**src/rtl/quad_enc_reader.sv**
```systemverilog
// Quadrature rotary encoder reader: two-flop sync, per-channel debounce,
// x4 Gray decode into step pulses, a wrapping position count and a rotating one-hot LED.
module quad_enc_reader #(
  parameter int DEBOUNCE_CYCLES = 1200,
  parameter int CNT_WIDTH       = 8
) (
  input  logic                 clk,
  input  logic                 rst_n,
  input  logic                 enc_a,
  input  logic                 enc_b,
  output logic                 step_cw,
  output logic                 step_ccw,
  output logic                 err,
  output logic [CNT_WIDTH-1:0] position,
  output logic [3:0]           leds
);

  localparam int DB_W = (DEBOUNCE_CYCLES > 2) ? $clog2(DEBOUNCE_CYCLES) : 1;
  localparam logic [DB_W-1:0] DB_LAST = DB_W'(DEBOUNCE_CYCLES - 1);

  typedef enum logic {
    PRIME,
    RUN
  } phase_t;

  phase_t               phase_q, phase_d;
  logic [1:0]           prime_cnt_q, prime_cnt_d;
  logic                 a_meta_q, a_meta_d;
  logic                 b_meta_q, b_meta_d;
  logic                 a_s_q, a_s_d;
  logic                 b_s_q, b_s_d;
  logic [DB_W-1:0]      a_cnt_q, a_cnt_d;
  logic [DB_W-1:0]      b_cnt_q, b_cnt_d;
  logic                 stable_a_q, stable_a_d;
  logic                 stable_b_q, stable_b_d;
  logic [1:0]           prev_q, prev_d;
  logic                 step_cw_q, step_cw_d;
  logic                 step_ccw_q, step_ccw_d;
  logic                 err_q, err_d;
  logic [CNT_WIDTH-1:0] position_q, position_d;
  logic [3:0]           leds_q, leds_d;
  logic [1:0]           cur;

  assign cur = {stable_a_q, stable_b_q};

  always_comb begin
    phase_d     = phase_q;
    prime_cnt_d = prime_cnt_q;
    a_meta_d    = enc_a;
    b_meta_d    = enc_b;
    a_s_d       = a_meta_q;
    b_s_d       = b_meta_q;
    a_cnt_d     = a_cnt_q;
    b_cnt_d     = b_cnt_q;
    stable_a_d  = stable_a_q;
    stable_b_d  = stable_b_q;
    prev_d      = prev_q;
    step_cw_d   = 1'b0;
    step_ccw_d  = 1'b0;
    err_d       = 1'b0;
    position_d  = position_q;
    leds_d      = leds_q;

    case (phase_q)
      PRIME: begin
        // Adopt whatever the encoder rests at so the first RUN cycle sees no change.
        if (prime_cnt_q == 2'd2) begin
          stable_a_d  = a_s_q;
          stable_b_d  = b_s_q;
          prev_d      = {a_s_q, b_s_q};
          prime_cnt_d = 2'd0;
          phase_d     = RUN;
        end else begin
          prime_cnt_d = prime_cnt_q + 2'd1;
        end
      end

      RUN: begin
        if (a_s_q == stable_a_q) begin
          a_cnt_d = '0;
        end else if (a_cnt_q == DB_LAST) begin
          stable_a_d = a_s_q;
          a_cnt_d    = '0;
        end else begin
          a_cnt_d = a_cnt_q + DB_W'(1);
        end

        if (b_s_q == stable_b_q) begin
          b_cnt_d = '0;
        end else if (b_cnt_q == DB_LAST) begin
          stable_b_d = b_s_q;
          b_cnt_d    = '0;
        end else begin
          b_cnt_d = b_cnt_q + DB_W'(1);
        end

        prev_d = cur;
        // Index is {prev, cur}; CW follows 00->01->11->10->00.
        case ({prev_q, cur})
          4'b0001, 4'b0111, 4'b1110, 4'b1000: begin
            step_cw_d  = 1'b1;
            position_d = position_q + CNT_WIDTH'(1);
            leds_d     = {leds_q[2:0], leds_q[3]};
          end
          4'b0100, 4'b1101, 4'b1011, 4'b0010: begin
            step_ccw_d = 1'b1;
            position_d = position_q - CNT_WIDTH'(1);
            leds_d     = {leds_q[0], leds_q[3:1]};
          end
          4'b0011, 4'b1100, 4'b0110, 4'b1001: begin
            err_d = 1'b1;
          end
          default: begin
          end
        endcase
      end

      default: begin
        phase_d = PRIME;
      end
    endcase
  end

  always_ff @(posedge clk or negedge rst_n) begin
    if (!rst_n) begin
      phase_q     <= PRIME;
      prime_cnt_q <= 2'd0;
      a_meta_q    <= 1'b0;
      b_meta_q    <= 1'b0;
      a_s_q       <= 1'b0;
      b_s_q       <= 1'b0;
      a_cnt_q     <= '0;
      b_cnt_q     <= '0;
      stable_a_q  <= 1'b0;
      stable_b_q  <= 1'b0;
      prev_q      <= 2'b00;
      step_cw_q   <= 1'b0;
      step_ccw_q  <= 1'b0;
      err_q       <= 1'b0;
      position_q  <= '0;
      leds_q      <= 4'b0001;
    end else begin
      phase_q     <= phase_d;
      prime_cnt_q <= prime_cnt_d;
      a_meta_q    <= a_meta_d;
      b_meta_q    <= b_meta_d;
      a_s_q       <= a_s_d;
      b_s_q       <= b_s_d;
      a_cnt_q     <= a_cnt_d;
      b_cnt_q     <= b_cnt_d;
      stable_a_q  <= stable_a_d;
      stable_b_q  <= stable_b_d;
      prev_q      <= prev_d;
      step_cw_q   <= step_cw_d;
      step_ccw_q  <= step_ccw_d;
      err_q       <= err_d;
      position_q  <= position_d;
      leds_q      <= leds_d;
    end
  end

  assign step_cw  = step_cw_q;
  assign step_ccw = step_ccw_q;
  assign err      = err_q;
  assign position = position_q;
  assign leds     = leds_q;

endmodule

```
**config.mk**
```make
export PLATFORM = sky130hd
export DESIGN_NAME = quad_enc_reader
export DESIGN_NICKNAME = d
export VERILOG_FILES = /design/src/rtl/quad_enc_reader.sv
export SDC_FILE = /design/constraint.sdc
export NUM_CORES = 1
export LEC_CHECK = 0
export CAP_MARGIN = 20
export CORE_ASPECT_RATIO = 1.25
export CORE_MARGIN = 3
export CORE_UTILIZATION = 62
export DETAILED_ROUTE_END_ITERATION = 7
export PLACE_DENSITY = 0.84
export SLEW_MARGIN = 20
export SYNTH_ARGS = -nofsm -noshare
export SYNTH_HDL_FRONTEND = slang
export SYNTH_SLANG_ARGS = --single-unit
```
**constraint.sdc**
```tcl
create_clock -name clk -period 4.9 [get_ports clk]
set_clock_uncertainty 0.1 [all_clocks]
set_input_delay 0.49 -clock clk [delete_from_list [all_inputs] [get_ports clk]]
set_output_delay 0.49 -clock clk [all_outputs]
set_load 0.01 [all_outputs]
```
### Word level (Yosys, flattened, before mapping)

Index checks and enable logic that the tools add are counted.

| storage, ports and cells | value |
|---|---|
| memory bits (read-only) | 0 |
| bits in latches | 0 |
| register bits | 48 |
| output and inout bits | 15 |
| RAM bits | 0 |
| memories kept | 0 |
| word-level logic and storage cells | 76 |

| operators by class | value |
|---|---|
| equal/unequal tests | 22 |
| shift-type cells | 0 |
| bitwise operators | 1 |
| add/sub/neg operators | 5 |
| $lt $le $gt $ge | 0 |
| mux-type cells | 25 |
| multiply operators | 0 |
| divide/modulo/power cells | 0 |
| reduce and logical (&&, ||, !) cells | 7 |

Operator list:

| cell | count |
|---|---|
| two-way mux 11 bit | 4 |
| == test 4 bit, second input constant | 6 |
| adder 11 x 1 -> 11 bit, second input constant | 2 |
| == test 11 bit, second input constant | 2 |
| one-hot mux 8 bit (2 select lines) | 1 |
| two-way mux 1 bit | 14 |
| == test 4 x 3 -> 1 bit, second input constant | 3 |
| OR reduction 4 bit | 3 |
| adder 8 x 1 -> 8 bit, second input constant | 1 |
| == test 4 x 2 -> 1 bit, second input constant | 2 |
| one-hot mux 4 bit (2 select lines) | 1 |
| subtractor 8 x 1 -> 8 bit, second input constant | 1 |
| != test 2 bit, second input constant | 3 |
| AND reduction 3 bit | 2 |
| == test 4 x 1 -> 1 bit, second input constant | 1 |
| two-way mux 2 bit | 2 |
| != test 2 x 1 -> 1 bit, second input constant | 2 |
| one-hot mux 1 bit (2 select lines) | 2 |
| one-hot mux 2 bit (2 select lines) | 1 |
| adder 2 x 1 -> 2 bit, second input constant | 1 |
| == test 1 bit | 2 |
| == test 2 bit, second input constant | 1 |
| AND reduction 2 bit | 1 |
| nonzero test 2 bit | 1 |
| NOT 1 bit | 1 |

### Longest topological paths before layout

| depth | value |
|---|---|
| depth after elaboration | 4 |
| mapped depth | 7 |
| gate-level depth less buffers | 7 |

### Worst setup path after synthesis

OpenSTA, ideal clock, no wires.

| timing path | value |
|---|---|
| path kind | register to register |
| start | reg stable_b_q |
| end | reg position_q[7], in the netlist position[7] |
| library setup time | 0.087 ns |
| stages on the path, launching flop included | 8 |
| arrival | 2.475 ns |
| setup slack | 2.238 ns |
| cells stage by stage | dfrtp_1 -> xor2_2 -> nor2_1 -> ha_1 -> or2_2 -> o211a_1 -> a221o_1 -> o211ai_1 |

| on the way | value |
|---|---|
| longest elaborated chain between the ends | 4 |
| elaborated cells on any way between the ends | 13 |
| those cells by class | eq/ne: 8; mux: 1; reduce/logical: 4 |

Ends and longest elaborated chain:

| element | RTL line | source |
|---|---|---|
| start, declared | 35 | `logic stable_b_q, stable_b_d;` |
| start signal, assigned | 152 | `stable_b_q <= stable_b_d;` |
| == test 4 x 3 -> 1 bit, or another cell as far along | 99 | `case ({prev_q, cur})` |
| OR reduction 4 bit | 99 |  |
| nonzero test 2 bit (no line) | -- |  |
| AND reduction 2 bit (no line) | -- |  |
| end signal, assigned | 157 | `position_q <= position_d;` |
| end, declared | 40 | `logic [CNT_WIDTH-1:0] position_q, position_d;` |

Several ways; a longest one is shown, not always the timed one.
A chain may end at the register's enable or synchronous reset.

### Worst setup path in the final report

| timing path | value |
|---|---|
| start | reg stable_a_q |
| end | reg position_q[7], in the netlist position[7] |

| on the way | value |
|---|---|
| longest elaborated chain between the ends | 4 |
| elaborated cells on any way between the ends | 13 |
| those cells by class | eq/ne: 8; mux: 1; reduce/logical: 4 |

Ends and longest elaborated chain:

| element | RTL line | source |
|---|---|---|
| start, declared | 34 | `logic stable_a_q, stable_a_d;` |
| start signal, assigned | 151 | `stable_a_q <= stable_a_d;` |
| == test 4 x 3 -> 1 bit, or another cell as far along | 99 |  |
| OR reduction 4 bit | 99 |  |
| nonzero test 2 bit (no line) | -- |  |
| AND reduction 2 bit (no line) | -- |  |

Several ways; a longest one is shown, not always the timed one.

==> qor.log <==
qor: critical_path.critical_path_slowest_stage_cell sky130_fd_sc_hd__nor2_1
qor: detailed_routing.finalWirelength 4650 um
qor: floorplanning.num_io_pins 19
qor: timing.max_freq 331 MHz
qor: clock_network.insertion_delay 0.29 ns
qor: yosys.synth.avg_cell_area 10.5 um2
qor: timing.timing.max_slew.rel_slack 0.360
qor: final_layout.design.final.nets 275
qor: power.power_per_cell_area 384 mW/mm2
qor: outcome.run_status finished clean
qor: clock_network.htree_levels 2
qor: yosys.synth-edff-count 0
qor: detailed_routing.avgRoutedWirePerCell 14.7 um
qor: global_routing.grt_antenna_before_repair 0
qor: worst_hold_path.holdCritPathClass primary input to asynchronous set/reset pin
qor: detailed_routing.vias 1951
qor: detailed_routing.detail_route.vias_per_cell 6.17
qor: critical_path.worst-path-buf-inv 0
qor: clock_network.post_cts_resized 0
qor: yosys.proportion_of_register_bits_with_asynchronous_set_or_reset_after_synthesis 1.00
qor: critical_path.path_delay_family compound AO/OA/AOI/OAI gates
qor: clock_network.root_buffer_cell sky130_fd_sc_hd__clkbuf_8
qor: critical_path.timing.critical_path.required 5.01 ns
qor: placement.numPortBuffers 18
qor: critical_path.worstPathMaxFanout 11
qor: detailed_routing.drc 0
qor: critical_path.timing.critical_path.from_type flip-flop
qor: placement.hpwlAfterDp 3290 um
qor: run.drv_cap 0
qor: clock_network.clock_sink_count 48
qor: clock_network.clkSlewWorstSetupHoldPaths 0.08 ns
qor: yosys.postSynthRegisterBits 48
qor: clock_network.cts.hold.buffers_added 0
qor: timing.setup_viol 0
qor: yosys.synth-warning-count 0
qor: final_layout.area_growth_syn_to_layout 11.6%
qor: critical_path.criticalPathCategory flip-flop to flip-flop
qor: power.p_leak 1.26 nW
qor: yosys.synth.lib_cells_used.distinct 46
qor: critical_path.endpoint_kind flip-flop
qor: floorplanning.floorplan.core_area 0.00388 mm2
qor: yosys.ys_dominant_reg_cell sky130_fd_sc_hd__dfrtp_1
qor: floorplanning.core.rowCount 25
qor: placement.globalplace.congestion 0.884
qor: yosys.synthesis.area 0.00255 mm2
qor: clock_network.post_cts.repair.setup_buffers 0
qor: final_layout.num_antenna_cells 0
qor: timing.grt_setup_unrepaired false
qor: detailed_routing.detail_route.iter0.violations 172
qor: placement.dpl.cell_count 309
qor: global_routing.gr-total-overflow 0
qor: floorplanning.die_x 63.4 um
qor: floorplanning.die_height 77.7 um
qor: yosys.syn_inst 243
qor: timing.setup-tns-final 0 ns
qor: critical_path.critPathMostFrequentCell sky130_fd_sc_hd__o21ai_0
qor: detailed_routing.ant_nets 0
qor: timing.period_needed 3.02 ns
qor: critical_path.critical_path_cell_by_cell xnor2_1, nor2_1, ha_1, o21ai_0, o21ai_0, a221o_1, o211ai_1
qor: yosys.yosysSeqAreaShare 0.472
qor: timing.final.period_utilization 0.616
qor: critical_path.cp_data_arrival_time 3.13 ns
qor: timing.slew_violations 0
qor: clock_network.cts-buffers-inserted 5
qor: timing.timing.final.hold_violations 0
qor: critical_path.worst_path_largest_cell_delay 0.77 ns
qor: power.max_ir_drop_vdd 0.000307 V
qor: global_routing.grt_pass1_vias 1850
qor: floorplanning.design.die.area 0.00492 mm2
qor: global_routing.gr-usage-all-layers 0.209
qor: clock_network.max_buffers_root_to_sink 2
qor: floorplanning.initial_utilization 0.657
qor: yosys.synthesis.nets 256
qor: detailed_routing.drtPass1Iterations 4
qor: global_routing.first_pass_grt_wire_length 8260 um
qor: clock_network.cts_tree done
qor: timing.tightest_slew 0.956 ns
qor: final_layout.layoutNonFillerInstCount 316
qor: global_routing.grt_max_degree 49
qor: final_layout.drive_gt1_frac 0.0802
-- flip-flops by register name, summed over array words and instances (netlist names), 2 cells and up --
name / count
a_cnt_q: 11
b_cnt_q: 11
position: 8
leds: 4
prev_q: 2
prime_cnt_q: 2
-- cells by family after synthesis --
kind of cell	after synthesis	synth area share
compound gates	76	0.194
fa+ha+maj	9	0.0471
mux	16	0.0667
simple gates	70	0.148
buf+inv	10	0.0182
xor+xnor	14	0.0540
flops	48	0.472
-- routing by layer --
metal	wire length [um]	up-vias	part of all wire	track usage
met5	0	-	0	0
li1	-	954	-	-
met4	73	0	0.016	0.0713
met1	2080	949	0.45	0.256
met3	150	6	0.032	0.0391
met2	2340	42	0.50	0.366
-- stage by stage --
stage | cell area, um2 | utilization | setup WS (ns) | total power [mW] | hold WS [ns]
after floorplan | 2550 | - | 2.24 | 0.752 | 0.0944
after global placement | 2770 | 0.713 | 2.02 | 0.871 | 0.241
after detailed placement | 2770 | 0.713 | 1.93 | 0.886 | 0.236
after CTS | 2840 | 0.733 | 1.92 | 1.11 | 0.255
after global routing | 2850 | 0.734 | 1.69 | 1.17 | 0.132
final | 2850 | 0.734 | 1.88 | 1.09 | 0.0999
-- report_power, final --
| part | switching [mW] | internal, mW | total, mW |
|---|---|---|---|
| Clock | 0.121 | 0.0972 | 0.218 |
| Combinational | 0.182 | 0.188 | 0.370 |
| Sequential | 0.0566 | 0.449 | 0.506 |
-- synth_stat cells, types with 6 or more instances --
library cell / count / area share
sky130_fd_sc_hd__xnor2_1: 6 / 0.021
sky130_fd_sc_hd__o21ai_0: 25 / 0.049
sky130_fd_sc_hd__nor2_1: 12 / 0.018
sky130_fd_sc_hd__nand3_1: 6 / 0.012
sky130_fd_sc_hd__nand2_1: 15 / 0.022
sky130_fd_sc_hd__a31oi_1: 7 / 0.017
sky130_fd_sc_hd__nand2b_1: 6 / 0.015
sky130_fd_sc_hd__dfrtp_1: 47 / 0.46
sky130_fd_sc_hd__mux2i_1: 8 / 0.031
sky130_fd_sc_hd__ha_1: 8 / 0.039
sky130_fd_sc_hd__mux2_2: 6 / 0.026
sky130_fd_sc_hd__a21oi_1: 11 / 0.022
sky130_fd_sc_hd__xor2_1: 6 / 0.021
sky130_fd_sc_hd__o31ai_1: 8 / 0.024
-- area by class of cell --
class / instances / area [um2]
multi-input combinational: 185 / 1300
sequential: 48 / 1200
fill: 295 / 1030
timing repair buffer: 19 / 185
clock buffer: 6 / 72.6
tap: 54 / 67.6
inverter: 3 / 11.3
clock inverter: 1 / 5.00
-- layout by cell type, fill, tap and decap left out, types with 2 or more instances in the layout --
master / Yosys / final
sky130_fd_sc_hd__nor4_1: 5 / 5
sky130_fd_sc_hd__nand3_1: 6 / 6
sky130_fd_sc_hd__a31oi_1: 7 / 7
sky130_fd_sc_hd__mux2_2: 6 / 6
sky130_fd_sc_hd__nand2_1: 15 / 15
sky130_fd_sc_hd__a22o_1: 2 / 2
sky130_fd_sc_hd__a211oi_1: 3 / 3
sky130_fd_sc_hd__clkbuf_8: 0 / 5
sky130_fd_sc_hd__o2bb2ai_1: 5 / 5
sky130_fd_sc_hd__mux2i_1: 8 / 8
sky130_fd_sc_hd__a21o_1: 5 / 5
sky130_fd_sc_hd__xor2_2: 2 / 2
sky130_fd_sc_hd__buf_4: 0 / 2
sky130_fd_sc_hd__nor3_1: 5 / 5
sky130_fd_sc_hd__o21ai_0: 25 / 25
sky130_fd_sc_hd__ha_1: 8 / 8
sky130_fd_sc_hd__xor2_1: 6 / 6
sky130_fd_sc_hd__dfrtp_1: 47 / 47
sky130_fd_sc_hd__mux2_1: 2 / 2
sky130_fd_sc_hd__a41oi_1: 4 / 4
sky130_fd_sc_hd__nand2b_1: 6 / 6
sky130_fd_sc_hd__or2_2: 3 / 3
sky130_fd_sc_hd__and3_1: 3 / 3
sky130_fd_sc_hd__nand4_1: 5 / 5
sky130_fd_sc_hd__xnor2_1: 6 / 6
sky130_fd_sc_hd__and2_1: 2 / 2
sky130_fd_sc_hd__o31ai_1: 8 / 8
sky130_fd_sc_hd__clkdlybuf4s50_1: 0 / 17
sky130_fd_sc_hd__and4_1: 2 / 2
sky130_fd_sc_hd__nor2_1: 12 / 12
sky130_fd_sc_hd__a21oi_1: 11 / 11
sky130_fd_sc_hd__inv_1: 3 / 3
-- path summary, 6_finish.rpt --
check,slack (ns),to,cells after the start,from
worst max-delay path,1.88,position[7],7,stable_a_q
worst min-delay path,0.1,b_cnt_q[3],1,rst_n
worst min register to register,0.25,a_s_q,0,a_meta_q
worst max register to register,1.88,position[7],7,stable_a_q
max in group asynchronous,4.21,a_cnt_q[7],1,rst_n
min in group clk,0.25,a_s_q,0,a_meta_q
Power figures use the tool's default switching activity.
